==> config.mk <==
export PLATFORM = sky130hd
export DESIGN_NAME = memory_access_stage_flat
export DESIGN_NICKNAME = d
export VERILOG_FILES = /design/src/rtl/memory_access_stage_if.sv /design/src/rtl/memory_access_stage.sv /design/src/flat_wrapper.sv
export SDC_FILE = /design/constraint.sdc
export NUM_CORES = 1
export LEC_CHECK = 0
export ABC_AREA = 1
export ABC_CLOCK_PERIOD_IN_PS = 1380
export CORE_ASPECT_RATIO = 0.6
export CORE_UTILIZATION = 30
export CTS_CLUSTER_DIAMETER = 50
export DETAILED_ROUTE_END_ITERATION = 10
export PLACE_DENSITY = 0.82
export SETUP_SLACK_MARGIN = 0.1
export SLEW_MARGIN = 20
export SYNTH_ARGS = -nofsm -noshare
export SYNTH_HDL_FRONTEND = slang
export SYNTH_SLANG_ARGS = --single-unit
==> constraint.sdc <==
create_clock -name clk -period 1.38 [get_ports clk]
set_input_delay 0.138 -clock clk [delete_from_list [all_inputs] [get_ports clk]]
set_output_delay 0.138 -clock clk [all_outputs]
set_load 0.01 [all_outputs]
==> src/rtl/memory_access_stage_if.sv <==
// Data-memory request/acknowledge bus between the M stage (master) and data memory (slave).
interface memory_access_stage_if #(
  parameter int DATA_W = 32
);
  logic              dmem_req;
  logic              dmem_we;
  logic [DATA_W-1:0] dmem_addr;
  logic [DATA_W-1:0] dmem_wdata;
  logic [DATA_W-1:0] dmem_rdata;
  logic              dmem_ack;

  modport master (
    output dmem_req,
    output dmem_we,
    output dmem_addr,
    output dmem_wdata,
    input  dmem_rdata,
    input  dmem_ack
  );

  modport slave (
    input  dmem_req,
    input  dmem_we,
    input  dmem_addr,
    input  dmem_wdata,
    output dmem_rdata,
    output dmem_ack
  );
endinterface

==> src/rtl/memory_access_stage.sv <==
// RV32I memory stage: drives the req/ack data bus, stalls upstream while an access is
// outstanding, completes hung accesses after TIMEOUT wait states, and registers MEM/WB.
module memory_access_stage #(
  parameter int DATA_W  = 32,
  parameter int TIMEOUT = 16
) (
  input  logic                  clk,
  input  logic                  rst,
  input  logic                  RegWriteM,
  input  logic                  ResultSrcM,
  input  logic                  MemWriteM,
  input  logic [DATA_W-1:0]     ALUResultM,
  input  logic [DATA_W-1:0]     WriteDataM,
  input  logic [DATA_W-1:0]     PCPlus4M,
  input  logic [4:0]            RDM,
  memory_access_stage_if.master dmem,
  output logic                  StallM,
  output logic                  MemFaultM,
  output logic                  RegWriteW,
  output logic                  ResultSrcW,
  output logic [DATA_W-1:0]     ReadDataW,
  output logic [DATA_W-1:0]     ALUResultW,
  output logic [DATA_W-1:0]     PCPlus4W,
  output logic [4:0]            RDW
);

  localparam logic [0:0] IDLE = 1'b0;
  localparam logic [0:0] WAIT = 1'b1;

  localparam int               CNT_W      = (TIMEOUT > 1) ? $clog2(TIMEOUT) : 1;
  localparam logic [CNT_W-1:0] WCNT_LAST  = (TIMEOUT > 0) ? CNT_W'(TIMEOUT - 1) : '0;
  localparam logic             TIMEOUT_EN = (TIMEOUT != 0) ? 1'b1 : 1'b0;

  function automatic logic [DATA_W-1:0] wordAlign(input logic [DATA_W-1:0] addr);
    return {addr[DATA_W-1:2], 2'b00};
  endfunction

  function automatic logic [DATA_W-1:0] loadData(input logic isLoadOp, input logic acked,
                                                 input logic [DATA_W-1:0] rdata);
    return (isLoadOp && acked) ? rdata : '0;
  endfunction

  logic [0:0]       state;
  logic [0:0]       stateNxt;
  logic [CNT_W-1:0] wcnt;
  logic [CNT_W-1:0] wcntNxt;

  logic memOp;
  logic isLoad;
  logic req;
  logic ackQ;
  logic timeoutHit;
  logic done;
  logic stall;

  logic              faultM;
  logic              regWrite_p1;
  logic              resultSrc_p1;
  logic [DATA_W-1:0] readData_p1;
  logic [DATA_W-1:0] aluResult_p1;
  logic [DATA_W-1:0] pcPlus4_p1;
  logic [4:0]        rd_p1;

  // Request side: a store wins over a load when both flags are set.
  assign memOp  = MemWriteM | ResultSrcM;
  assign isLoad = ResultSrcM & ~MemWriteM;
  assign req    = memOp & rst;
  assign ackQ   = req & dmem.dmem_ack;

  assign timeoutHit = req & (state == WAIT) & TIMEOUT_EN & (wcnt == WCNT_LAST) & ~ackQ;
  assign done       = ackQ | timeoutHit;
  assign stall      = req & ~done;

  assign dmem.dmem_req   = req;
  assign dmem.dmem_we    = MemWriteM;
  assign dmem.dmem_addr  = wordAlign(ALUResultM);
  assign dmem.dmem_wdata = WriteDataM;

  always_comb begin
    stateNxt = state;
    wcntNxt  = wcnt;
    case (state)
      IDLE: begin
        if (req && !ackQ) begin
          stateNxt = WAIT;
          wcntNxt  = '0;
        end
      end
      WAIT: begin
        // Losing the request mid-wait cannot happen with held inputs; recover to IDLE anyway.
        if (!req || done) begin
          stateNxt = IDLE;
        end else begin
          wcntNxt = wcnt + 1'b1;
        end
      end
      default: stateNxt = IDLE;
    endcase
  end

  always_ff @(posedge clk or negedge rst) begin
    if (!rst) begin
      state  <= IDLE;
      wcnt   <= '0;
      faultM <= 1'b0;
    end else begin
      state <= stateNxt;
      wcnt  <= wcntNxt;
      if (timeoutHit) begin
        faultM <= 1'b1;
      end
    end
  end

  // MEM/WB boundary: a stalled cycle injects a bubble, other fields hold.
  always_ff @(posedge clk or negedge rst) begin
    if (!rst) begin
      regWrite_p1  <= 1'b0;
      resultSrc_p1 <= 1'b0;
      readData_p1  <= '0;
      aluResult_p1 <= '0;
      pcPlus4_p1   <= '0;
      rd_p1        <= '0;
    end else if (stall) begin
      regWrite_p1  <= 1'b0;
      resultSrc_p1 <= 1'b0;
    end else begin
      regWrite_p1  <= RegWriteM;
      resultSrc_p1 <= ResultSrcM;
      readData_p1  <= loadData(isLoad, ackQ, dmem.dmem_rdata);
      aluResult_p1 <= ALUResultM;
      pcPlus4_p1   <= PCPlus4M;
      rd_p1        <= RDM;
    end
  end

  assign StallM     = stall;
  assign MemFaultM  = faultM;
  assign RegWriteW  = regWrite_p1;
  assign ResultSrcW = resultSrc_p1;
  assign ReadDataW  = readData_p1;
  assign ALUResultW = aluResult_p1;
  assign PCPlus4W   = pcPlus4_p1;
  assign RDW        = rd_p1;

endmodule

==> src/flat_wrapper.sv <==
// flat-port wrapper written by rule: the top's interface ports become plain ports
module memory_access_stage_flat 
#(
  parameter int DATA_W  = 32,
  parameter int TIMEOUT = 16
)
  (clk, rst, RegWriteM, ResultSrcM, MemWriteM, ALUResultM, WriteDataM, PCPlus4M, RDM, StallM, MemFaultM, RegWriteW, ResultSrcW, ReadDataW, ALUResultW, PCPlus4W, RDW, dmem_dmem_req, dmem_dmem_we, dmem_dmem_addr, dmem_dmem_wdata, dmem_dmem_rdata, dmem_dmem_ack);
  memory_access_stage_if #(.DATA_W(DATA_W)) dmem_i ();
  input  logic clk;
  input  logic rst;
  input  logic RegWriteM;
  input  logic ResultSrcM;
  input  logic MemWriteM;
  input  logic [DATA_W-1:0] ALUResultM;
  input  logic [DATA_W-1:0] WriteDataM;
  input  logic [DATA_W-1:0] PCPlus4M;
  input  logic [4:0] RDM;
  output logic StallM;
  output logic MemFaultM;
  output logic RegWriteW;
  output logic ResultSrcW;
  output logic [DATA_W-1:0] ReadDataW;
  output logic [DATA_W-1:0] ALUResultW;
  output logic [DATA_W-1:0] PCPlus4W;
  output logic [4:0] RDW;
  output wire logic [$bits(dmem_i.dmem_req)-1:0] dmem_dmem_req;
  output wire logic [$bits(dmem_i.dmem_we)-1:0] dmem_dmem_we;
  output wire logic [$bits(dmem_i.dmem_addr)-1:0] dmem_dmem_addr;
  output wire logic [$bits(dmem_i.dmem_wdata)-1:0] dmem_dmem_wdata;
  input wire logic [$bits(dmem_i.dmem_rdata)-1:0] dmem_dmem_rdata;
  input wire logic [$bits(dmem_i.dmem_ack)-1:0] dmem_dmem_ack;
  assign dmem_dmem_req = dmem_i.dmem_req;
  assign dmem_dmem_we = dmem_i.dmem_we;
  assign dmem_dmem_addr = dmem_i.dmem_addr;
  assign dmem_dmem_wdata = dmem_i.dmem_wdata;
  assign dmem_i.dmem_rdata = dmem_dmem_rdata;
  assign dmem_i.dmem_ack = dmem_dmem_ack;
  memory_access_stage #(.DATA_W(DATA_W), .TIMEOUT(TIMEOUT)) u_core (.clk(clk), .rst(rst), .RegWriteM(RegWriteM), .ResultSrcM(ResultSrcM), .MemWriteM(MemWriteM), .ALUResultM(ALUResultM), .WriteDataM(WriteDataM), .PCPlus4M(PCPlus4M), .RDM(RDM), .dmem(dmem_i), .StallM(StallM), .MemFaultM(MemFaultM), .RegWriteW(RegWriteW), .ResultSrcW(ResultSrcW), .ReadDataW(ReadDataW), .ALUResultW(ALUResultW), .PCPlus4W(PCPlus4W), .RDW(RDW));
endmodule
## Yosys cells after proc, flatten, opt, wreduce, memory -nomap -nowiden

Cells that the tools add are included.

- Flip-flop bits (word level): 109
- Input bits: 139
- Logic and storage cells: 41
- Output and inout bits: 171

- Reduce and logical (&&, ||, !) cells: 6
- Multiplexer cells: 9
- Equal/unequal tests: 3
- Bitwise gates (word level): 13
- Add/sub/neg operators: 1

Operators by type and width:

| kind | count |
|---|---|
| $mux W32 | 1 |
| $mux W4 | 2 |
| $pmux W4 S2 | 1 |
| $and A1 B1 Y1 | 7 |
| $add A4 B1 Y4 const B | 1 |
| $eq A4 B4 Y1 const B | 1 |
| $mux W1 | 4 |
| $not A1 Y1 | 4 |
| $logic_and A1 B1 Y1 | 2 |
| $logic_not A1 Y1 | 2 |
| $ne A2 B1 Y1 const B | 1 |
| $ne A2 B2 Y1 const B | 1 |
| $or A1 B1 Y1 | 2 |
| $pmux W1 S2 | 1 |
| $reduce_and A2 Y1 | 1 |
| $logic_or A1 B1 Y1 | 1 |

## Depth between registers and ports, before layout

- Word-level depth: 9
- Gate-level depth with buffers: 8
- Gate-level depth less buffers: 7

## Worst setup path before layout

Ideal clock, no wire load.

- Path type: flip-flop to flip-flop
- Start: register u_core.wcnt[0]
- End: register u_core.aluResult_p1[0], in the netlist u_core.ALUResultW[0]
- Stages on the path, launching flop included: 9
- Required time: 1263 ps
- Buffers on the path: 2
- Data arrival time: 1237 ps
- Library setup time: 117 ps
- Clock period less this slack: 1354 ps
- Setup slack: 26 ps
- Cells stage by stage: dfrtp_1 ha_1 nand2_1 nor3_2 nor2_4 buf_6 buf_6 nand2_1 nand2_1

- Cells in the longest elaborated chain, start to end: 6

Ends and longest elaborated chain:

| element | RTL line | text |
|---|---|---|
| from (decl) | memory_access_stage.sv:45 | `logic [CNT_W-1:0] wcnt;` |
| from (signal assigned) | memory_access_stage.sv:108 | `wcnt <= wcntNxt;` |
| $eq A4 B4 Y1 | memory_access_stage.sv:70 | `assign timeoutHit = req & (state == WAIT) & TIMEOUT_EN & (wcnt == WCNT_LAST) & ~ackQ;` |
| $and A1 B1 Y1 (2 in series) | memory_access_stage.sv:70 |  |
| $or A1 B1 Y1 | memory_access_stage.sv:71 | `assign done = ackQ \| timeoutHit;` |
| $not A1 Y1 | memory_access_stage.sv:72 | `assign stall = req & ~done;` |
| $and A1 B1 Y1 | memory_access_stage.sv:72 |  |
| to (signal assigned) | memory_access_stage.sv:131 | `aluResult_p1 <= ALUResultM;` |
| to (decl) | memory_access_stage.sv:60 | `logic [DATA_W-1:0] aluResult_p1;` |

No other way between the ends.
A chain may end at the register's enable or synchronous reset.

## Final worst setup path

- Start: register u_core.wcnt[1]
- End: output StallM

- Cells in the longest elaborated chain, start to end: 6

Ends and longest elaborated chain:

| element | RTL line | text |
|---|---|---|
| $eq A4 B4 Y1 | memory_access_stage.sv:70 |  |
| $and A1 B1 Y1 (2 in series) | memory_access_stage.sv:70 |  |
| $or A1 B1 Y1 | memory_access_stage.sv:71 |  |
| $not A1 Y1 | memory_access_stage.sv:72 |  |
| $and A1 B1 Y1 | memory_access_stage.sv:72 |  |
| to (decl) | flat_wrapper.sv:18 | `output logic StallM;` |

No other way between the ends.

==> impl_metrics.py <==
metrics = {
    "power": {
        "p_leak_nw": 4.09,
        "p_total_mw": 7.33,
        "p_per_area_nw_per_um2": 973,
        "ir_drop_mv": 0.634,
    },
    "die": {
        "die_h_um": 98.9,
        "initial_core_util_pct": 31.5,
        "core-area_um2": 14900,
        "std_cell_rows": 34,
        "dieArea_um2": 16200,
        "ios": 310,
        "die_w_um": 163,
    },
    "sta": {
        "skew_ns": 0.00831,
        "holdWs_ns": 0.208,
        "grt_setup_unrepaired": "true",
        "relSlewSlack_pct": 56.7,
        "period_share_pct": 108,
        "period_minus_slack_ns": 1.49,
        "tightest_slew_ns": 0.649,
        "setup_viol": 105,
        "fmax_ghz": 0.670,
        "setup_slack_ns": -0.113,
        "hold_viol": 0,
        "report.final.slew_viol_count": 0,
        "setup-tns-final_ns": -6.52,
    },
    "yosys": {
        "syn_area_um2": 4690,
        "synth_enable_flop_cells": 0,
        "seq_area_frac_synth_pct": 58.1,
        "yosysMostFrequentCell": "nand2_1",
        "async_reset_ff_share_pct": 100,
        "ys_ff_latch": 109,
        "synth.area.top_cells": "dfrtp_1 (58%), nand2_1 (26%), buf_4 (10%), buf_2 (1.6%), buf_6 (0.72%)",
        "syn_area_per_cell_um2": 8.61,
        "synthCells": 545,
        "ys_top_cells_by_count": "nand2_1 (323), dfrtp_1 (109), buf_4 (65), buf_2 (15), nor2_1 (8)",
        "synth_cell_types": 19,
        "ys.flop_type": "dfrtp_1",
        "synth_warnings": 0,
        "synth_top_area_share_pct": 58.1,
        "yosysTopAreaCell": "dfrtp_1",
    },
    "global_routing": {
        "grt_pass1_wl_mm": 21.0,
        "gr-total-overflow": 0,
        "grt_pass1_vias": 4182,
        "antenna_found_initial": 0,
        "grt_max_degree": 109,
        "grtUsageTotal_pct": 16.6,
    },
    "clock_tree": {
        "ctsRootBufferMaster": "clkbuf_16",
        "clkTransAtPathRegs_ns": 0.08,
        "cts_tree": "done",
        "cts_inserted_buffers": 9,
        "htreeDepth": 3,
        "clockBufferDepth": 2,
        "clock-sinks": 109,
        "clk_latency_ns": 0.34,
    },
    "placed_design": {
        "placed_area_um2": 7000,
        "place_ws_ns": -0.362,
        "portBuffers": 243,
        "dpl.hpwl_mm": 9.32,
        "gp_congestion": 0.745,
    },
    "route": {
        "vias": 4145,
        "postRouteWirelength_mm": 14.6,
        "drtPass1Iterations": 4,
        "drt-vias-per-instance": 4.34,
        "wire_per_inst_um": 15.2,
        "drtIter0Drc": 206,
        "ant_nets": 0,
        "drcViolationCount": 0,
    },
    "setup_path": {
        "path_class": "flip-flop to output port",
        "worstSetupStartpointType": "flip-flop",
        "worstPathArrival_ns": 1.36,
        "critPathRequiredTime_ns": 1.24,
        "worstPathMaxFanout": 5,
        "critPathCaptureType": "output port",
    },
    "final_layout": {
        "fin_area_um2": 7540,
        "n_fill_cell": 1429,
        "diodes": 0,
        "drive_gt1_share_pct": 11.1,
        "final_nets": 893,
        "areaGrowthSynthToFinish_pct": 60.6,
    },
    "min_path": {
        "hold_path_class": "input pin to asynchronous set/reset pin",
    },
    "outcome": {
        "status": "finished, violations left",
        "violations": "negative setup slack",
    },
    "run": {
        "maxCapViolCount": 0,
    },
}
-- kinds of logic (layout without fill, tap and decap cells) --
kind of cell	count (synthesis)	in the layout	share of synthesized area [%]
fa+ha+maj	1	1	0.267
buf+inv	94	305	13.6
flops	109	109	58.1
compound gates	1	1	0.160
simple gates	339	340	27.8
other cells	1	2	0.0799
-- power breakdown --
group          switching [mW]  internal [mW]  total (mW)
Sequential              0.106           3.39        3.50
Combinational           0.641          0.733        1.37
Clock                    1.21           1.25        2.46
Total                    1.96           5.37        7.33
-- sequential cells by signal, indices dropped and copies added (netlist names) --
name               cells
u_core.ALUResultW     32
u_core.PCPlus4W       32
u_core.ReadDataW      32
u_core.RDW             5
u_core.wcnt            4
u_core.MemFaultM       1
u_core.RegWriteW       1
u_core.ResultSrcW      1
u_core.state           1
-- area by class of cell --
cell class              count  area [um^2]  area share [%]
multi-input cells         344         1440            19.2
flip-flops and latches    109         2730            36.2
repair buffers            281         2810            37.3
inverters                   8         32.5           0.432
well taps                 198          248            3.29
clock inverters             6         45.0           0.598
clock buffers              10          229            3.04
-- what timing repair did --
| action | CTS | global route |
|---|---|---|
| endpoints found under the hold margin | 109 | 0 |
| pin swaps | 2 | 4 |
| setup endpoints to repair | 244 | 109 |
| buffers inserted | 1 | 6 |
| hold buffers | 1 | 0 |
| gates resized for setup | 153 | 28 |
| gates cloned | 2 | 10 |
-- cell usage in the layout, fill, tap and decap left out, types with 2 or more instances in the layout --
| master | count |
|---|---|
| nor2_4 | 2 |
| dlygate4sd2_1 | 136 |
| nand2_2 | 12 |
| buf_4 | 17 |
| nor2_2 | 2 |
| buf_16 | 2 |
| clkdlybuf4s50_1 | 103 |
| nand2_4 | 3 |
| inv_6 | 3 |
| clkinv_2 | 2 |
| inv_2 | 4 |
| buf_12 | 8 |
| buf_6 | 6 |
| nand2_1 | 309 |
| nor2_1 | 5 |
| dfrtp_1 | 109 |
| inv_1 | 3 |
| conb_1 | 2 |
| clkbuf_16 | 15 |
-- routing by layer --
layer	up-vias	wire length (um)	global-route usage, %
li1	1995	-	-
met4	0	76	2.56
met5	-	0	0
met3	9	1420	7.45
met1	1955	6230	20.4
met2	186	6840	27.2
-- through the flow --
stage / util [%] / std cells
3_3_place_gp: 47.0 / 920
4_1_cts: 48.4 / 940
5_1_grt: 50.6 / 956
6_report: 50.6 / 956
2_1_floorplan: - / 546
3_5_place_dp: 47.0 / 920
-- critical path: stages (launching register included) --
cell and delay [ns]:
dfrtp_1 0.41, ha_4 0.18, nand2_4 0.07, nor3_4 0.05, nor2_4 0.17, buf_6 0.13
-- path summary, 6_finish.rpt --
check | slack (ns) | endpoint | start | cells after the start
worst min-delay path | 0.21 | u_core.ResultSrcW | rst | 2
worst max-delay path | -0.11 | StallM | u_core.wcnt[1] | 5
min in group clk | 0.21 | u_core.ResultSrcW | ResultSrcM | 3
worst max register to register | -0.10 | u_core.PCPlus4W[31] | u_core.wcnt[1] | 9
worst min register to register | 0.47 | u_core.ALUResultW[26] | u_core.ALUResultW[26] | 2
max in group asynchronous | 0.30 | u_core.wcnt[2] | rst | 3
(Power assumes the default switching activity.)
